===== config.mk =====
export PLATFORM = sky130hd
export DESIGN_NAME = traffic_override_ctrl_flat
export DESIGN_NICKNAME = d
export VERILOG_FILES = /design/src/rtl/traffic_override_ctrl_pkg.sv /design/src/rtl/traffic_override_ctrl_if.sv /design/src/rtl/traffic_override_ctrl_btn_debounce.sv /design/src/rtl/traffic_override_ctrl.sv /design/src/flat_wrapper.sv
export SDC_FILE = /design/constraint.sdc
export NUM_CORES = 1
export LEC_CHECK = 0
export ABC_AREA = 0
export BUFFER_PORTS_ARGS = -buffer_cell sky130_fd_sc_hd__buf_2
export CORE_MARGIN = 10
export CORE_UTILIZATION = 45
export CTS_BUF_LIST = sky130_fd_sc_hd__clkbuf_4
export CTS_CLUSTER_SIZE = 12
export DETAILED_ROUTE_END_ITERATION = 10
export PLACE_DENSITY = 0.73
export SLEW_MARGIN = 20
export SYNTH_ARGS = -nofsm -noshare
export SYNTH_HDL_FRONTEND = slang
export SYNTH_SLANG_ARGS = --single-unit

===== constraint.sdc =====
create_clock -name clk -period 4.25 [get_ports clk]
set_input_delay 0.85 -clock clk [delete_from_list [all_inputs] [get_ports clk]]
set_output_delay 0.85 -clock clk [all_outputs]
set_load 0.01 [all_outputs]

===== src/rtl/traffic_override_ctrl_pkg.sv =====
// ============================================================================
// Module  : traffic_pkg
// Brief   : Shared types and index constants for the traffic override block.
// Revision: 1.0 - initial release
// ============================================================================
`timescale 1ns/1ps
`default_nettype none

package traffic_pkg;

  // Two-state mode FSM: IDLE (automatic) or SELECT (manual channel chosen).
  typedef enum logic [0:0] {
    ST_IDLE   = 1'b0,
    ST_SELECT = 1'b1
  } state_t;

  // Push-button roles within the btn bus.
  localparam int BTN_CLR_ALL  = 0;
  localparam int BTN_SET      = 1;
  localparam int BTN_CLR_SEL  = 2;
  localparam int NUM_BTN_USED = 3;

  // Light channel indices.
  localparam int CH_RED = 0;
  localparam int CH_YEL = 1;
  localparam int CH_GRN = 2;

endpackage

`default_nettype wire


===== src/rtl/traffic_override_ctrl_if.sv =====
// ============================================================================
// Module  : traffic_override_ctrl_if
// Brief   : Operator inputs and override status bundle for the controller.
// Revision: 1.0 - initial release
// ============================================================================
`timescale 1ns/1ps
`default_nettype none

interface traffic_override_ctrl_if #(
  parameter int NUM_CH = 3,
  parameter int SW_W   = 2
);
  logic [SW_W-1:0]   sw;
  logic [3:0]        btn;
  logic [NUM_CH-1:0] override_q;
  logic              manual_active;
  logic [2:0]        sel_ch;
  logic              evt_pulse;

  // Operator / stimulus side drives the switches and buttons.
  modport master (
    output sw, btn,
    input  override_q, manual_active, sel_ch, evt_pulse
  );

  // Controller side consumes inputs and publishes status.
  modport slave (
    input  sw, btn,
    output override_q, manual_active, sel_ch, evt_pulse
  );
endinterface

`default_nettype wire


===== src/rtl/traffic_override_ctrl_btn_debounce.sv =====
// ============================================================================
// Module  : btn_debounce
// Brief   : 2-flop synchronizer, stable-level debounce and rising-edge press
//           detector for one asynchronous push button.
// Revision: 1.0 - initial release
// ============================================================================
`timescale 1ns/1ps
`default_nettype none

module btn_debounce #(
  parameter int DEBOUNCE_CYC = 16
) (
  input  logic clk,
  input  logic rst_n,
  input  logic i_btn,
  output logic o_press
);

  localparam int               c_CNT_W    = $clog2(DEBOUNCE_CYC);
  localparam logic [c_CNT_W-1:0] c_CNT_LAST = c_CNT_W'(DEBOUNCE_CYC - 1);

  logic               r_sync1;
  logic               r_sync2;
  logic [1:0]         r_vld;
  logic [c_CNT_W-1:0] r_cnt;
  logic               r_level;
  logic               r_armed;
  logic               r_press;
  logic               w_differs;
  logic               w_accept;

  assign w_differs = (r_sync2 != r_level);
  assign w_accept  = w_differs && (r_cnt == c_CNT_LAST);
  assign o_press   = r_press;

  // Two-flop synchronizer; r_vld marks when r_sync2 holds a real sample
  // rather than its reset value.
  always_ff @(posedge clk or negedge rst_n) begin
    if (!rst_n) begin
      r_sync1 <= 1'b0;
      r_sync2 <= 1'b0;
      r_vld   <= 2'b00;
    end else begin
      r_sync1 <= i_btn;
      r_sync2 <= r_sync1;
      r_vld   <= {r_vld[0], 1'b1};
    end
  end

  // Accept a new level only after DEBOUNCE_CYC consecutive differing samples.
  always_ff @(posedge clk or negedge rst_n) begin
    if (!rst_n) begin
      r_cnt   <= '0;
      r_level <= 1'b0;
    end else if (!w_differs) begin
      r_cnt   <= '0;
    end else if (w_accept) begin
      r_cnt   <= '0;
      r_level <= r_sync2;
    end else begin
      r_cnt   <= r_cnt + 1'b1;
    end
  end

  // Press pulse on a debounced rise; arming requires a genuinely low sample
  // so a button held through reset never produces a press.
  always_ff @(posedge clk or negedge rst_n) begin
    if (!rst_n) begin
      r_armed <= 1'b0;
      r_press <= 1'b0;
    end else begin
      if (r_vld[1] && !r_sync2) begin
        r_armed <= 1'b1;
      end
      r_press <= w_accept && r_sync2 && r_armed;
    end
  end

endmodule

`default_nettype wire


===== src/rtl/traffic_override_ctrl.sv =====
// ============================================================================
// Module  : traffic_override_ctrl
// Brief   : Manual per-channel traffic-light override with debounced buttons,
//           mode select FSM and auto-clear hold timer.
// Revision: 1.0 - initial release
// ============================================================================
`timescale 1ns/1ps
`default_nettype none

module traffic_override_ctrl
  import traffic_pkg::*;
#(
  parameter int NUM_CH       = 3,
  parameter int SW_W         = 2,
  parameter int DEBOUNCE_CYC = 16,
  parameter int HOLD_CYC     = 1000,
  parameter int EXCLUSIVE    = 0
) (
  input  logic                     clk,
  input  logic                     rst_n,
  traffic_override_ctrl_if.slave   bus
);

  logic [SW_W-1:0]         r_sw_s1;
  logic [SW_W-1:0]         r_sw_s2;
  logic [NUM_BTN_USED-1:0] w_press;
  state_t                  r_state;
  logic                    r_manual;
  logic [2:0]              r_sel_ch;
  logic [NUM_CH-1:0]       r_override;
  logic                    r_evt;
  logic [NUM_CH-1:0]       w_sel_mask;
  logic                    w_sel_next;
  logic                    w_in_sel;
  logic                    w_clr_all;
  logic                    w_clr_sel_acc;
  logic                    w_set_acc;
  logic                    w_expire;
  logic                    w_unused_btn3;

  // Mode switch synchronizer.
  always_ff @(posedge clk or negedge rst_n) begin
    if (!rst_n) begin
      r_sw_s1 <= '0;
      r_sw_s2 <= '0;
    end else begin
      r_sw_s1 <= bus.sw;
      r_sw_s2 <= r_sw_s1;
    end
  end

  for (genvar gi = 0; gi < NUM_BTN_USED; gi++) begin : g_btn
    btn_debounce #(
      .DEBOUNCE_CYC (DEBOUNCE_CYC)
    ) u_db (
      .clk     (clk),
      .rst_n   (rst_n),
      .i_btn   (bus.btn[gi]),
      .o_press (w_press[gi])
    );
  end

  assign w_unused_btn3 = bus.btn[3];

  // SELECT whenever the synchronized switch names a real channel.
  assign w_sel_next = (r_sw_s2 != '0) && (r_sw_s2 <= SW_W'(NUM_CH));
  // Channel presses only act while selected now and staying selected.
  assign w_in_sel   = (r_state == ST_SELECT) && w_sel_next;
  assign w_sel_mask = NUM_CH'(1) << r_sel_ch;

  // Priority: clear-all > clear-selected > set.
  assign w_clr_all     = w_press[BTN_CLR_ALL];
  assign w_clr_sel_acc = w_in_sel && w_press[BTN_CLR_SEL] && !w_clr_all;
  assign w_set_acc     = w_in_sel && w_press[BTN_SET] && !w_clr_all
                         && !w_press[BTN_CLR_SEL];

  // Mode FSM with registered manual_active / sel_ch outputs.
  always_ff @(posedge clk or negedge rst_n) begin
    if (!rst_n) begin
      r_state  <= ST_IDLE;
      r_manual <= 1'b0;
      r_sel_ch <= '0;
    end else if (w_sel_next) begin
      r_state  <= ST_SELECT;
      r_manual <= 1'b1;
      r_sel_ch <= 3'(r_sw_s2 - 1'b1);
    end else begin
      r_state  <= ST_IDLE;
      r_manual <= 1'b0;
      r_sel_ch <= '0;
    end
  end

  if (HOLD_CYC > 0) begin : g_hold
    localparam int                  c_HOLD_W    = $clog2(HOLD_CYC + 1);
    localparam logic [c_HOLD_W-1:0] c_HOLD_LOAD = c_HOLD_W'(HOLD_CYC);
    logic [c_HOLD_W-1:0] r_hold;

    // Expires when the last count is consumed; a press that was given
    // precedence leaves the counter at 0 so expiry follows next cycle.
    assign w_expire = (r_override != '0) && (r_hold <= c_HOLD_W'(1));

    // Hold countdown: reload on accepted set, saturate at zero.
    always_ff @(posedge clk or negedge rst_n) begin
      if (!rst_n) begin
        r_hold <= '0;
      end else if (w_set_acc) begin
        r_hold <= c_HOLD_LOAD;
      end else if ((r_override != '0) && (r_hold != '0)) begin
        r_hold <= r_hold - 1'b1;
      end
    end
  end else begin : g_no_hold
    assign w_expire = 1'b0;
  end

  // Override flags and event pulse; presses outrank the timeout, and a
  // fall back to IDLE clears silently.
  always_ff @(posedge clk or negedge rst_n) begin
    if (!rst_n) begin
      r_override <= '0;
      r_evt      <= 1'b0;
    end else begin
      r_evt <= w_clr_all || w_clr_sel_acc || w_set_acc || w_expire;
      if (w_clr_all) begin
        r_override <= '0;
      end else if (w_clr_sel_acc) begin
        r_override <= r_override & ~w_sel_mask;
      end else if (w_set_acc) begin
        r_override <= (EXCLUSIVE != 0) ? w_sel_mask : (r_override | w_sel_mask);
      end else if (w_expire || !w_sel_next) begin
        r_override <= '0;
      end
    end
  end

  assign bus.override_q    = r_override;
  assign bus.manual_active = r_manual;
  assign bus.sel_ch        = r_sel_ch;
  assign bus.evt_pulse     = r_evt;

endmodule

`default_nettype wire

===== src/flat_wrapper.sv =====
// flat-port wrapper written by rule: the top's interface ports become plain ports
module traffic_override_ctrl_flat import traffic_pkg::*;
#(
  parameter int NUM_CH       = 3,
  parameter int SW_W         = 2,
  parameter int DEBOUNCE_CYC = 16,
  parameter int HOLD_CYC     = 1000,
  parameter int EXCLUSIVE    = 0
)
  (clk, rst_n, bus_sw, bus_btn, bus_override_q, bus_manual_active, bus_sel_ch, bus_evt_pulse);
  traffic_override_ctrl_if #(.NUM_CH(NUM_CH), .SW_W(SW_W)) bus_i ();
  input  logic clk;
  input  logic rst_n;
  input wire logic [$bits(bus_i.sw)-1:0] bus_sw;
  input wire logic [$bits(bus_i.btn)-1:0] bus_btn;
  output wire logic [$bits(bus_i.override_q)-1:0] bus_override_q;
  output wire logic [$bits(bus_i.manual_active)-1:0] bus_manual_active;
  output wire logic [$bits(bus_i.sel_ch)-1:0] bus_sel_ch;
  output wire logic [$bits(bus_i.evt_pulse)-1:0] bus_evt_pulse;
  assign bus_i.sw = bus_sw;
  assign bus_i.btn = bus_btn;
  assign bus_override_q = bus_i.override_q;
  assign bus_manual_active = bus_i.manual_active;
  assign bus_sel_ch = bus_i.sel_ch;
  assign bus_evt_pulse = bus_i.evt_pulse;
  traffic_override_ctrl #(.NUM_CH(NUM_CH), .SW_W(SW_W), .DEBOUNCE_CYC(DEBOUNCE_CYC), .HOLD_CYC(HOLD_CYC), .EXCLUSIVE(EXCLUSIVE)) u_core (.clk(clk), .rst_n(rst_n), .bus(bus_i));
endmodule

# --- Word-level counts from Yosys, hierarchy flattened ---
# Cells that the tools add are included.
totals:
  reg_bits: 55
  input_bits: 8
  out_inout_bits: 8
op_classes:
  addsub: 5
  n_lt_le_gt_ge: 2
  n_eq_ne: 6
  shift: 1
  mux: 14
  bitwise: 3
  reduce_logical: 39
op_table:
  columns: ["cell", "n"]
  rows:
  - ["$mux W4", 6]
  - ["$logic_and A1 B1 Y1", 21]
  - ["$mux W10", 2]
  - ["$mux W3", 5]
  - ["$add A4 B1 Y4 const B", 3]
  - ["$eq A4 B4 Y1 const B", 3]
  - ["$le A10 B1 Y1 const B", 1]
  - ["$reduce_bool A10 Y1", 1]
  - ["$sub A10 B1 Y10 const B", 1]
  - ["$logic_not A1 Y1", 6]
  - ["$reduce_and A2 Y1", 3]
  - ["$logic_or A1 B1 Y1", 4]
  - ["$reduce_bool A2 Y1", 2]
  - ["$reduce_bool A4 Y1", 1]
  - ["$and A3 B3 Y3", 1]
  - ["$ne A1 B1 Y1", 3]
  - ["$not A3 Y3", 1]
  - ["$or A3 B3 Y3", 1]
  - ["$reduce_bool A3 Y1", 1]
  - ["$shl A1 B3 Y3 const A", 1]
  - ["$sub A2 B1 Y3 const B", 1]
  - ["$le A2 B2 Y1 const B", 1]
  - ["$mux W1", 1]

# --- Longest topological paths before layout ---
# Gate-level depths: netlist (run 1).
depth:
  word_depth: 9
  depth_mapped: 6
  mapped_depth_nobuf: 6

# --- Cells and area by module ---
# Synthesis (run 1) repeated with hierarchy kept, for this count alone.
unflattened:
  cells_unflattened: 189
  hier_area_um2: 2279.7
by_module_without_submodules:
  columns: ["mod", "n_inst", "cells_each", "area_per_inst_um2", "seq_area_each_um2"]
  rows:
  - ["btn_debounce", 3, 29, 404.1, 275.3]
  - ["traffic_override_ctrl", 1, 102, 1067.3, 550.5]

# --- Worst setup path before layout (run 1) ---
# Ideal clock, no wire load.
synth_timing:
  kind: "register to register"
  start: "register u_core.g_hold.r_hold[0]"
  end: "register u_core.g_hold.r_hold[8]"
  arrival_ns: 1.627
  setup_slack_ns: 2.491
  path_stages_with_launch: 7
  synth_period_minus_slack_ns: 1.759
  path_cell_list: "dfrtp_1 -> inv_1 -> ha_1 -> nor3b_1 -> a211o_1 -> o31ai_1 -> or3b_1"
synth_between:
  elab_chain_len: 3
synth_rtl:
  columns: ["element", "line_no", "rtl"]
  rows:
  - ["start: declaration", "traffic_override_ctrl.sv:97", "logic [c_HOLD_W-1:0] r_hold;"]
  - ["start signal: assignment", "traffic_override_ctrl.sv:108", "r_hold <= c_HOLD_LOAD;"]
  - ["start signal: assignment", "traffic_override_ctrl.sv:110", "r_hold <= r_hold - 1'b1;"]
  - ["$sub A10 B1 Y10 or $reduce_bool A10 Y1 (tied branches)", "traffic_override_ctrl.sv:110, traffic_override_ctrl.sv:109", null]
  - ["$mux W10 or $logic_and A1 B1 Y1 (tied branches)", "traffic_override_ctrl.sv:109", "end else if ((r_override != '0) && (r_hold != '0)) begin"]
  - ["$mux W10 or $reduce_bool A2 Y1 (tied branches)", null, null]
# Several ways; a longest one is shown, not always the timed one. The select of a mux whose other input is x is not followed.
# A chain may end at the register's enable or synchronous reset.

# --- Worst setup path after layout (run 1) ---
layout_timing:
  start: "register u_core.g_hold.r_hold[0]"
  end: "register u_core.g_hold.r_hold[9]"
# Same word-level chain as after synthesis.

==> metrics.md, run 1 <==
| Metric | Value |
|---|---|
| Most frequent cells in the layout | `dfrtp_1 (51), nor2_1 (14), buf_2 (13)` |
| Ys flop type | `dfrtp_1` |
| Worst-Skew Late Latency | `350 ps` |
| # setup viols final | `0` |
| Register area | `1280 um2` |
| Required time worst endpoint | `4490 ps` |
| Synthesized flop and latch total | `51` |
| Most common cell after layout, fill and taps aside | `dfrtp_1` |
| Fin crit share | `48.8%` |
| # Max-Cap Violations | `0` |
| GRT Total Usage | `9.59%` |
| GR Util met2 | `15.8%` |
| Syn_area_per_cell | `11.4 um2` |
| CP max FO | `7` |
| Met3 usage | `3.22%` |
| Syn_nets | `199` |
| Vias per inst | `5.55` |
| Pre-antenna DRT Iters | `4` |
| Slew headroom | `42.8%` |
| Port Buf Inserts | `14` |
| Share of cells above drive strength 1 | `12.7%` |
| Clock Skews | `4.02 ps` |
| Crit path kind | `register to register` |
| Global-route wire length before repair | `6080 um` |
| Mapped Cells | `185` |
| Synth top area share | `60.4%` |
| Post-synthesis sequential area ratio | `60.4%` |
| Crit start category | `register` |
| Area growth syn-to-layout | `8.53%` |
| Final design utilization | `51.6%` |
| Via count | `1,426` |
| Filler cells | `411` |
| Antenna violations before repair | `0` |
| Hold slack | `363 ps` |
| Die width | `88.5 um` |
| Worst r2r src | `u_core.g_hold.r_hold[0]$_DFFE_PN0P_` |
| Reg clk slew, reported paths | `130 ps` |
| Antenna diode count | `0` |
| CTS Buf Count | `5` |
| Pins Over Slew Limit | `0` |
| Nets | `219` |
| Worst Hold Depth | `0` |
| Max Fclk | `482 MHz` |
| R2R Setup Slk | `2180 ps` |
| Total power | `0.747 mW` |
| Reg2Reg Depth | `6` |
| Global placer's final weighted congestion | `0.785` |
| Yosys top cell by area | `dfrtp_1` |
| Post-DP Area | `2240 um2` |
| Async set-or-reset flop fraction in the synthesized netlist | `100%` |
| Post-CTS sizing | `0` |
| Starting DRT DRC Count | `49` |
| Mapped cell area | `2110 um2` |
| Max VDD drop | `0.000216 V` |
| Area of the multi-input gates | `800 um2` |
| Post-CTS Setup Inserts | `0` |
| Post-DP HPWL | `2430 um` |
| P per Cell Area | `326 nW/um2` |
| Final hold violations | `0` |
| Finished layout cell area | `2290 um2` |
| IO Pins | `16` |
| Post-synth EDFFs | `0` |
| Final antenna-violating net count | `0` |
| Hold Crit Class | `register to register` |
| Critical path endpoint | `u_core.g_hold.r_hold[9]$_DFFE_PN0P_` |
| Routed WL per cell | `13.4 um` |
| Row Count | `24` |
| H-tree lvl count | `2` |
| Warnings from Yosys | `0` |
| CP Data Arrival Time | `2310 ps` |
| Pleak | `1.07 nW` |
| Clock Root Buffer | `clkbuf_4` |
| Final min period | `2070 ps` |
| Largest net degree at the start of global routing | `52` |
| Crit. End Element | `register` |
| CTS sink cnt | `51` |
| GRT met1 Usage | `11.5%` |
| Die area | `7840 um2` |
| Area of the core | `4440 um2` |
| Wirelength, routed | `3450 um` |
| DRC viols | `0` |
| Synth cell types | `41` |
| Deepest clock path buffer count | `2` |
| GRT overflow | `0` |
| Die Y | `88.5 um` |
| RSZ-0062 raised after global routing | `no` |
| Worst-Margin Slew | `851 ps` |
| Post-CTS Hold Buffers | `0` |
| CTS tree | `yes` |
| Critical register-to-register path endpoint | `u_core.g_hold.r_hold[9]$_DFFE_PN0P_` |
| Worst setup path startpoint | `u_core.g_hold.r_hold[0]$_DFFE_PN0P_` |
| Status | `finished clean` |
| Starting Density | `47.6%` |
| Vias in the first global route | `1,426` |
| Setup TNS | `0 ps` |
| GRT Max-Usage Layer | `met2` |
| Largest cells by area after synthesis | `dfrtp_1 (60%), ha_1 (3.6%), xnor2_1 (2.9%)` |
[kinds of logic (layout without fill, tap and decap cells)]
kind of cell    Yosys count  in the layout  share of synthesized area, %
compound gates           39             39                          11.7
xor+xnor                  7              7                          2.90
fa+ha+maj                 6              6                          3.55
buf+inv                  10             30                          1.78
flops                    51             51                          60.4
other cells               2              2                         0.355
simple gates             70             70                          19.4
[critical path, cell delays in order (launching register included)]
cell	delay (ps)
dfrtp_1	430
inv_1	80
ha_1	190
nor3b_1	150
a211oi_1	700
and4_2	330
o21ai_0	70
[per-stage QoR]
step,instances,setup slack [ps]
global placement,250,2300
floorplan,185,2490
finish,257,2180
global route,257,2080
detailed placement,250,2270
CTS,257,2240
[registers in the layout (all words and copies together) (netlist names), 3 cells and up]
signal,count
u_core.bus.override_q,3
u_core.g_btn.u_db.o_press,3
u_core.g_btn.u_db.r_sync2,3
u_core.g_btn.u_db.r_cnt,12
u_core.bus.sel_ch,3
u_core.g_btn.u_db.r_level,3
u_core.g_hold.r_hold,10
u_core.g_btn.u_db.r_sync1,3
u_core.g_btn.u_db.r_armed,3
[power by group]
group	switching [mW]	total, mW	internal (mW)
sequential	0.0116	0.511	0.500
clock	0.139	0.198	0.0590
combinational	0.0220	0.0370	0.0150
[cell usage after synthesis (2+ instances only)]
cell type  count
dfrtp_1       51
nor2_1        14
o21ai_0       12
nand2_1       10
inv_1          9
a21oi_1        8
nor3_1         8
xnor2_1        7
ha_1           6
nand3_1        6
a211o_1        4
nor2b_1        4
nor3b_1        4
a211oi_1       3
a21o_1         3
a31oi_1        3
nand4b_1       3
o31ai_1        3
and3_1         2
and4_1         2
conb_1         2
or3_1          2
[routing by layer]
layer  vias up  part of all wire, %
li1        695                    -
met1       701                   46
met2        25                   48
met3         5                  4.5
met4         0                  1.1
met5         -                    0
[how the worst min path moves through the flow]
stage | start | end | slack (ps)
2_1_floorplan | u_core.g_btn[0].u_db.r_sync1$_DFF_PN0_ | u_core.g_btn[0].u_db.r_sync2$_DFF_PN0_ | 330
3_3_place_gp | u_core.r_sw_s1[1]$_DFF_PN0_ | u_core.r_sw_s2[1]$_DFF_PN0_ | 330
3_5_place_dp | u_core.r_sw_s1[0]$_DFF_PN0_ | u_core.r_sw_s2[0]$_DFF_PN0_ | 340
4_1_cts | u_core.g_btn[0].u_db.r_vld[0]$_DFF_PN0_ | u_core.g_btn[0].u_db.r_vld[1]$_DFF_PN0_ | 370
5_1_grt | u_core.g_btn[2].u_db.r_sync1$_DFF_PN0_ | u_core.g_btn[2].u_db.r_sync2$_DFF_PN0_ | 380
6_report | u_core.r_sw_s1[0]$_DFF_PN0_ | u_core.r_sw_s2[0]$_DFF_PN0_ | 360
[layout make-up]
type,count,area share (%)
Timing Repair Buffer,14,3.16
Clock inverter,2,0.382
Clock buffer,5,1.64
Multi-Input combinational cell,124,34.9
Tap cell,52,2.84
Inverter,9,1.47
Sequential cell,51,55.6
Note: power is estimated with default switching activity, not from simulation.
==> run 2, diff against run 1 <==
PLACE_DENSITY = 0.75   (was 0.73)
clock period = 1.7 ns   (was 4.25 ns; I/O delays follow)
==> run 2 against run 1 <==
Compared with the run above: the flow now finishes with violations (setup timing); worst hold slack got worse by 310 ps; non-clock buffer count increased by 14; via count increased by 6.3%; critical endpoint is now u_core.g_hold.r_hold[8]$_DFFE_PN0P_.
==> metrics.md, run 2 (synthesized netlist as in run 1, its figures left out) <==
| Metric | Value |
|---|---|
| Largest registers | `u_core.g_btn.u_db.r_cnt: 12 flops, u_core.g_hold.r_hold: 10 flops` |
| Worst-Skew Late Latency | `370 ps (+20 ps)` |
| Max VDD drop | `0.000650 V (+200%)` |
| Crit start category | `register` |
| Antenna violations before repair | `0 (unchanged)` |
| # setup viols final | `1 (+1)` |
| P_sw | `0.468 mW (+170%)` |
| Flop pwr share | `66.7% (-1.8 points)` |
| Crit path kind | `register to register` |
| Max FFs per register | `12 (unchanged)` |
| Status | `complete, but fails checks` |
| GRT overflow | `0 (unchanged)` |
| Pins Over Slew Limit | `0 (unchanged)` |
| Wirelength, routed | `3810 um (+10%)` |
| Most common cell after layout, fill and taps aside | `dfrtp_1` |
| Largest net degree at the start of global routing | `52 (unchanged)` |
| Reg clk slew, reported paths | `150 ps (+20 ps)` |
| Final setup margin | `-49.5 ps (-2230 ps)` |
| CP Data Arrival Time | `2020 ps (-290 ps)` |
| DRC viols | `0 (unchanged)` |
| GRT Total Usage | `10.3% (+0.72 points)` |
| Post-DP Area | `2330 um2 (+3.9%)` |
| Violated checks | `setup timing` |
| Pleak | `1.15 nW (+7.2%)` |
| R2R Setup Slk | `-50 ps (-2230 ps)` |
| Area of the core | `4440 um2 (unchanged)` |
| Required time worst endpoint | `1970 ps (-2520 ps)` |
| Final min period | `1750 ps (-323 ps)` |
| CTS Buf Count | `5 (unchanged)` |
| Clock Skews | `10.5 ps (+6.52 ps)` |
| Antenna diode count | `0 (unchanged)` |
| Post-Place Cells | `260 (+4.0%)` |
| Dpl ws | `-213 ps (-2490 ps)` |
| Final hold violations | `0 (unchanged)` |
| Total power | `1.92 mW (+160%)` |
| Sw frac | `24.4% (+1.2 points)` |
| Global placer's final weighted congestion | `0.829 (+5.5%)` |
| CTS sink cnt | `51 (unchanged)` |
| Via count | `1,516 (+6.3%)` |
| Row Count | `24 (unchanged)` |
| Routed WL per cell | `14.0 um (+4.2%)` |
| Finished layout cell area | `2460 um2 (+7.2%)` |
| CP max FO | `4 (-3)` |
| P per Cell Area | `781 nW/um2 (+140%)` |
| Global-route wire length before repair | `6420 um (+5.7%)` |
| Crit. End Element | `register` |
| IO Pins | `16 (unchanged)` |
| Vias per inst | `5.57 (+0.45%)` |
| CTS tree | `yes` |
| # Max-Cap Violations | `0 (unchanged)` |
| Post-DP HPWL | `2560 um (+5.3%)` |
| Die area | `7840 um2 (unchanged)` |
| Final antenna-violating net count | `0 (unchanged)` |
| Hold Crit Class | `input port to register` |
| Die Y | `88.5 um (unchanged)` |
| Comb pwr share | `5.2% (+0.2 points)` |
| Design internal power | `1.45 mW (+150%)` |
| Largest Register | `u_core.g_btn.u_db.r_cnt` |
| Vias in the first global route | `1,511 (+6.0%)` |
| Filler cells | `384 (-6.6%)` |
| Clock Root Buffer | `clkbuf_4` |
| Share of cells above drive strength 1 | `21.8% (+9.1 points)` |
| RSZ-0062 raised after global routing | `yes` |
| Slew headroom | `57.2% (+14 points)` |
| Max Fclk | `572 MHz (+18%)` |
| Cell Count, Final, Fillers Out | `272 (+5.8%)` |
| Deepest clock path buffer count | `2 (unchanged)` |
| Most frequent cells in the layout | `dfrtp_1 (51), nor2_1 (14), buf_2 (14)` |
| Nets | `233 (+6.4%)` |
| Area growth syn-to-layout | `16.3%` |
| Fin crit share | `103% (+54 points)` |
| Pre-antenna DRT Iters | `4 (unchanged)` |
| Worst-Margin Slew | `639 ps (-212 ps)` |
| Hold slack | `56.4 ps (-306 ps)` |
| Port Buf Inserts | `14 (unchanged)` |
| H-tree lvl count | `2 (unchanged)` |
| Starting Density | `47.6% (unchanged)` |
| Clock power frac | `28.1% (+1.6 points)` |
| Starting DRT DRC Count | `28 (-43%)` |
| Die width | `88.5 um (unchanged)` |
## run 2: changes by cell type in the layout (fill, tap and decap cells not counted), sizes merged
| cell | delta |
|---|---|
| buf | +13 |
| clkinv | -1 |
| clkinvlp | +2 |
| dlygate4sd3 | +1 |
## run 2: worst max-delay path: stages (launching register included)
cell and delay (ps):
dfrtp_1 380, inv_2 60, ha_4 150, nor3b_4 150, a211o_1 320, o31ai_2 230, or3b_1 360
## run 2: final timing paths
kind	from	endpoint	cells after the start
max reg2reg	u_core.g_hold.r_hold[0]$_DFFE_PN0P_	u_core.g_hold.r_hold[8]$_DFFE_PN0P_	6
min in group asynchronous	rst_n	u_core.g_hold.r_hold[8]$_DFFE_PN0P_	3
max in group asynchronous	rst_n	u_core.bus.override_q[0]$_DFFE_PN0P_	3
min reg2reg	u_core.g_btn[2].u_db.r_sync1$_DFF_PN0_	u_core.g_btn[2].u_db.r_sync2$_DFF_PN0_	0
max	u_core.g_hold.r_hold[0]$_DFFE_PN0P_	u_core.g_hold.r_hold[8]$_DFFE_PN0P_	6
min	bus_sw[0]	u_core.r_sw_s1[0]$_DFF_PN0_	1
## run 2: timing repair
action / CTS / global route
pin swaps: 4 / 3
gates resized for setup: 5 / 5
setup buffers: 2 / 1
hold buffers: 1 / 0
endpoints found under the setup margin: 10 / 13
hold endpoints to repair: 51 / 0
## run 2: cell type report
cell class / instances / area (um2) / share of cell area (%)
tap: 52 / 65.1 / 2.65
inverter: 9 / 33.8 / 1.37
sequential: 51 / 1280 / 51.9
clock inverter: 3 / 20.0 / 0.814
multi-input combinational: 124 / 836 / 34.0
clock buffer: 5 / 37.5 / 1.53
timing repair buffer: 28 / 190 / 7.74
## run 2: per-stage QoR
stage	util [%]	setup TNS [ps]
2_1_floorplan	-	-48.1
3_5_place_dp	52.5	-626
4_1_cts	54.8	-60.3
5_1_grt	55.3	-689
3_3_place_gp	52.5	-248
6_report	55.3	-49.5
## run 2: power by group through the flow
stage          combinational, mW  clock [mW]  sequential [mW]
2_1_floorplan             0.0479           0             1.30
3_3_place_gp              0.0976           0             1.30
4_1_cts                    0.103       0.565             1.28
3_5_place_dp               0.100           0             1.30
5_1_grt                    0.115       0.612             1.29
6_report                  0.0997       0.540             1.28
## run 2: layer usage
layer	vias up	global-route usage, %	share of wire, %
li1	732	-	-
met1	751	11.7	45
met2	28	17.5	50
met3	5	3.03	3.5
met4	0	4.70	1.2
met5	-	0	0
==> run 3, diff against run 2 <==
CELL_PAD_IN_SITES_DETAIL_PLACEMENT = 1   (was default)
CELL_PAD_IN_SITES_GLOBAL_PLACEMENT = 1   (was default)
PLACE_DENSITY = 0.87   (was 0.75)
SYNTH_HIERARCHICAL = 1   (was default)
==> run 3 against run 2 <==
Compared with the run above: the run now ends clean; synthesized area increased by 7.9%; largest power group unchanged; via count barely moved; combinational power rose by 10%; critical path type unchanged; power grew 4.3%; flip-flop and latch count up 4; critical endpoint is now u_core/g_hold.r_hold[8]$_DFFE_PN0P_; global-route usage up 0.88 points; critical path depth fell by 2; routed wire length is 17% higher.
==> metrics.md, run 3 <==
| Metric | Value |
|---|---|
| Syn_area_per_cell | `12.1 um2 (+5.6%)` |
| Async set-or-reset flop fraction in the synthesized netlist | `100% (unchanged)` |
| Post-DP Area | `2510 um2 (+7.6%)` |
| Filler cells | `533 (+39%)` |
| Wirelength, routed | `4450 um (+17%)` |
| Reg clk slew, reported paths | `140 ps (about the same)` |
| Area growth syn-to-layout | `15.8%` |
| Most common cell in the synthesized netlist | `dfrtp_1` |
| CP max FO | `4 (unchanged)` |
| Clock Skews | `9.55 ps (-0.995 ps)` |
| Syn_nets | `203 (+2.0%)` |
| Starting DRT DRC Count | `70 (+150%)` |
| Final hold violations | `0 (unchanged)` |
| Port Buf Inserts | `14 (unchanged)` |
| Dpl ws | `0.309 ps (+214 ps)` |
| Register area | `1380 um2 (+7.9%)` |
| # Max-Cap Violations | `0 (unchanged)` |
| P_sw | `0.460 mW (-1.6%)` |
| Row Count | `25 (+4.2%)` |
| Flop pwr share | `69.1% (+2.4 points)` |
| Finished layout cell area | `2640 um2 (+7.4%)` |
| Max Fclk | `597 MHz (+4.4%)` |
| Routed WL per cell | `15.4 um (+10%)` |
| H-tree lvl count | `2 (unchanged)` |
| GR Util met2 | `19.6% (+2.0 points)` |
| Mapped cell area | `2280 um2 (+7.9%)` |
| Hold Crit Class | `input port to register` |
| Total power | `2.00 mW (+4.3%)` |
| Most common cell after layout, fill and taps aside | `dfrtp_1` |
| Worst r2r src | `u_core/g_hold.r_hold[7]$_DFFE_PN0P_` |
| DRC viols | `0 (unchanged)` |
| Synth cell types | `41 (unchanged)` |
| Clock Root Buffer | `clkbuf_4` |
| Yosys top cell by area | `dfrtp_1` |
| Vias per inst | `5.27 (-5.5%)` |
| CTS Buf Count | `5 (unchanged)` |
| Sw frac | `23.0% (-1.4 points)` |
| Final antenna-violating net count | `0 (unchanged)` |
| Mapped Cells | `189 (+2.2%)` |
| Crit. End Element | `register` |
| Nets | `236 (+1.3%)` |
| GRT met1 Usage | `12.6% (+0.86 points)` |
| Share of cells above drive strength 1 | `26.2% (+4.4 points)` |
| CTS tree | `yes` |
| Critical register-to-register path endpoint | `u_core/g_hold.r_hold[8]$_DFFE_PN0P_` |
| Global-route wire length before repair | `7690 um (+20%)` |
| Crit start category | `register` |
| Crit path kind | `register to register` |
| Worst-Skew Late Latency | `360 ps (about the same)` |
| Largest Register | `u_core/g_btn.u_db/r_cnt` |
| Fin crit share | `98.5% (-4.4 points)` |
| Die width | `91.2 um (+3.0%)` |
| Worst Hold Depth | `1 (unchanged)` |
| Largest registers | `u_core/g_btn.u_db/r_cnt: 12 flops, u_core/g_hold.r_hold: 10 flops, u_core/g_btn.u_db/r_vld: 6 flops` |
| Starting Density | `47.3% (-0.23 points)` |
| Global placer's final weighted congestion | `0.722 (-13%)` |
| CTS sink cnt | `55 (+7.8%)` |
| Most frequent cells in the layout | `dfrtp_1 (54), buf_2 (14), nor2_1 (13)` |
| Final setup margin | `24.8 ps (+74.3 ps)` |
| Pleak | `1.20 nW (+4.8%)` |
| Via count | `1,517 (+0.066%)` |
| Status | `finished clean` |
| Max FFs per register | `12 (unchanged)` |
| Synthesized flop and latch total | `55 (+7.8%)` |
| Area of the multi-input gates | `910 um2 (+8.8%)` |
| Commonest cells post-synth | `dfrtp_1 (55), nor2_1 (13), inv_1 (11)` |
| Post-synthesis sequential area ratio | `60.4% (about the same)` |
| Critical path endpoint | `u_core/g_hold.r_hold[8]$_DFFE_PN0P_` |
| Final min period | `1680 ps (-74.3 ps)` |
| Vias in the first global route | `1,624 (+7.5%)` |
| GRT Max-Usage Layer | `met2` |
| P per Cell Area | `758 nW/um2 (-2.9%)` |
| IO Pins | `16 (unchanged)` |
| CP Data Arrival Time | `1920 ps (-100 ps)` |
| Ys flop type | `dfrtp_1` |
| Largest cells by area after synthesis | `dfrtp_1 (60%), ha_1 (3.3%), xnor2_1 (3.1%)` |
| Comb pwr share | `5.5% (+0.3 points)` |
| Post-synth EDFFs | `0 (unchanged)` |
| Antenna diode count | `0 (unchanged)` |
| R2R Setup Slk | `20 ps (+70 ps)` |
| Met3 usage | `3.46% (+0.42 points)` |
| Design internal power | `1.54 mW (+6.2%)` |
| Largest net degree at the start of global routing | `37 (-29%)` |
| Reg2Reg Depth | `4 (-2)` |
| Post-DP HPWL | `3270 um (+28%)` |
| Pins Over Slew Limit | `0 (unchanged)` |
| # setup viols final | `0 (-1)` |
| Pre-antenna DRT Iters | `3 (-1)` |
| Clock power frac | `25.4% (-2.7 points)` |
| GRT overflow | `0 (unchanged)` |
| Antenna violations before repair | `0 (unchanged)` |
| Area of the core | `4820 um2 (+8.4%)` |
| Post-Place Cells | `278 (+6.9%)` |
| Warnings from Yosys | `6 (+6)` |
| Final design utilization | `54.8% (-0.52 points)` |
| Max VDD drop | `0.000525 V (-19%)` |
| Die Y | `91.2 um (+3.0%)` |
| Deepest clock path buffer count | `2 (unchanged)` |
| Worst setup path startpoint | `u_core/g_hold.r_hold[7]$_DFFE_PN0P_` |
| Cell Count, Final, Fillers Out | `288 (+5.9%)` |
| Synth top area share | `60.4% (about the same)` |
| GRT Total Usage | `11.2% (+0.88 points)` |
| Die area | `8310 um2 (+6.1%)` |
| Required time worst endpoint | `1950 ps (-20 ps)` |
## run 3: cell count changes after synthesis, sizes merged, moves of 3 or more
cell / previous run / this run
a211o: 4 / 0
nor3: 8 / 3
nor4b: 0 / 3
and4: 3 / 0
o31ai: 3 / 0
dfrtp: 51 / 55
## run 3: how the worst min path moves through the flow
stage | from | end | slack, ps
3_3_place_gp | rst_n | u_core/g_btn[1].u_db/r_cnt[1]$_DFF_PN0_ | 310
3_5_place_dp | rst_n | u_core/g_btn[1].u_db/r_cnt[0]$_DFF_PN0_ | 320
4_1_cts | bus_btn[2] | u_core/g_btn[2].u_db/r_sync1$_DFF_PN0_ | 60
6_report | bus_btn[2] | u_core/g_btn[2].u_db/r_sync1$_DFF_PN0_ | 70
2_1_floorplan | rst_n | u_core/bus.evt_pulse$_DFF_PN0_ | 40
5_1_grt | bus_sw[0] | u_core/r_sw_s1[0]$_DFF_PN0_ | 40
## run 3: area by class of cell
class	count	area share [%]
flip-flops and latches	55	52.2
multi-input cells	122	34.5
repair buffers	27	6.92
well taps	67	3.18
inverters	11	1.56
clock buffers	5	1.42
clock inverters	1	0.284
## run 3: power by group through the flow
stage,Sequential (mW),Combinational (mW),Clock (mW)
after floorplan,1.40,0.0524,0
after global placement,1.40,0.105,0
after detailed placement,1.41,0.109,0
after CTS,1.38,0.112,0.536
after global routing,1.39,0.128,0.596
final,1.38,0.110,0.509
## run 3: routing by layer
layer | wire, um | share of wire (%) | vias to the layer above
met5 | 0 | 0 | -
met2 | 2330 | 52 | 14
met3 | 145 | 3.3 | 4
li1 | - | - | 719
met4 | 52 | 1.2 | 0
met1 | 1920 | 43 | 780
## run 3: repair_timing
action | 4_1_cts | 5_1_grt
setup endpoints to repair | 3 | 9
resized for setup | 0 | 12
hold buffers | 1 | 0
hold endpoints to repair | 19 | 0
pin swaps | 0 | 4
buffers inserted | 2 | 1
## run 3: kinds of logic (layout without fill, tap and decap cells)
group	after synthesis	count (layout)	synth area share, %
other	4	4	0.658
DFF	55	55	60.4
adders and majority gates	6	6	3.29
muxes	2	2	0.878
buffers and inverters	12	44	1.98
AOI/OAI and AO/OA	35	35	9.93
xor gates and xnor gates	8	8	3.07
and+or+nand+nor	67	67	19.8
## run 3: stage by stage
| step | hold slack (ps) | setup TNS [ps] |
|---|---|---|
| global placement | 310 | 0 |
| detailed placement | 317 | 0 |
| CTS | 55.7 | 0 |
| floorplan | 44.4 | 0 |
| finish | 73.0 | 0 |
| global route | 37.6 | -86.7 |
## run 3: worst max-delay path: stages, from the launching register on
cell,delay (ps)
dfrtp_2,470
or4_4,540
o2111a_2,290
a21oi_1,180
o21ai_2,80
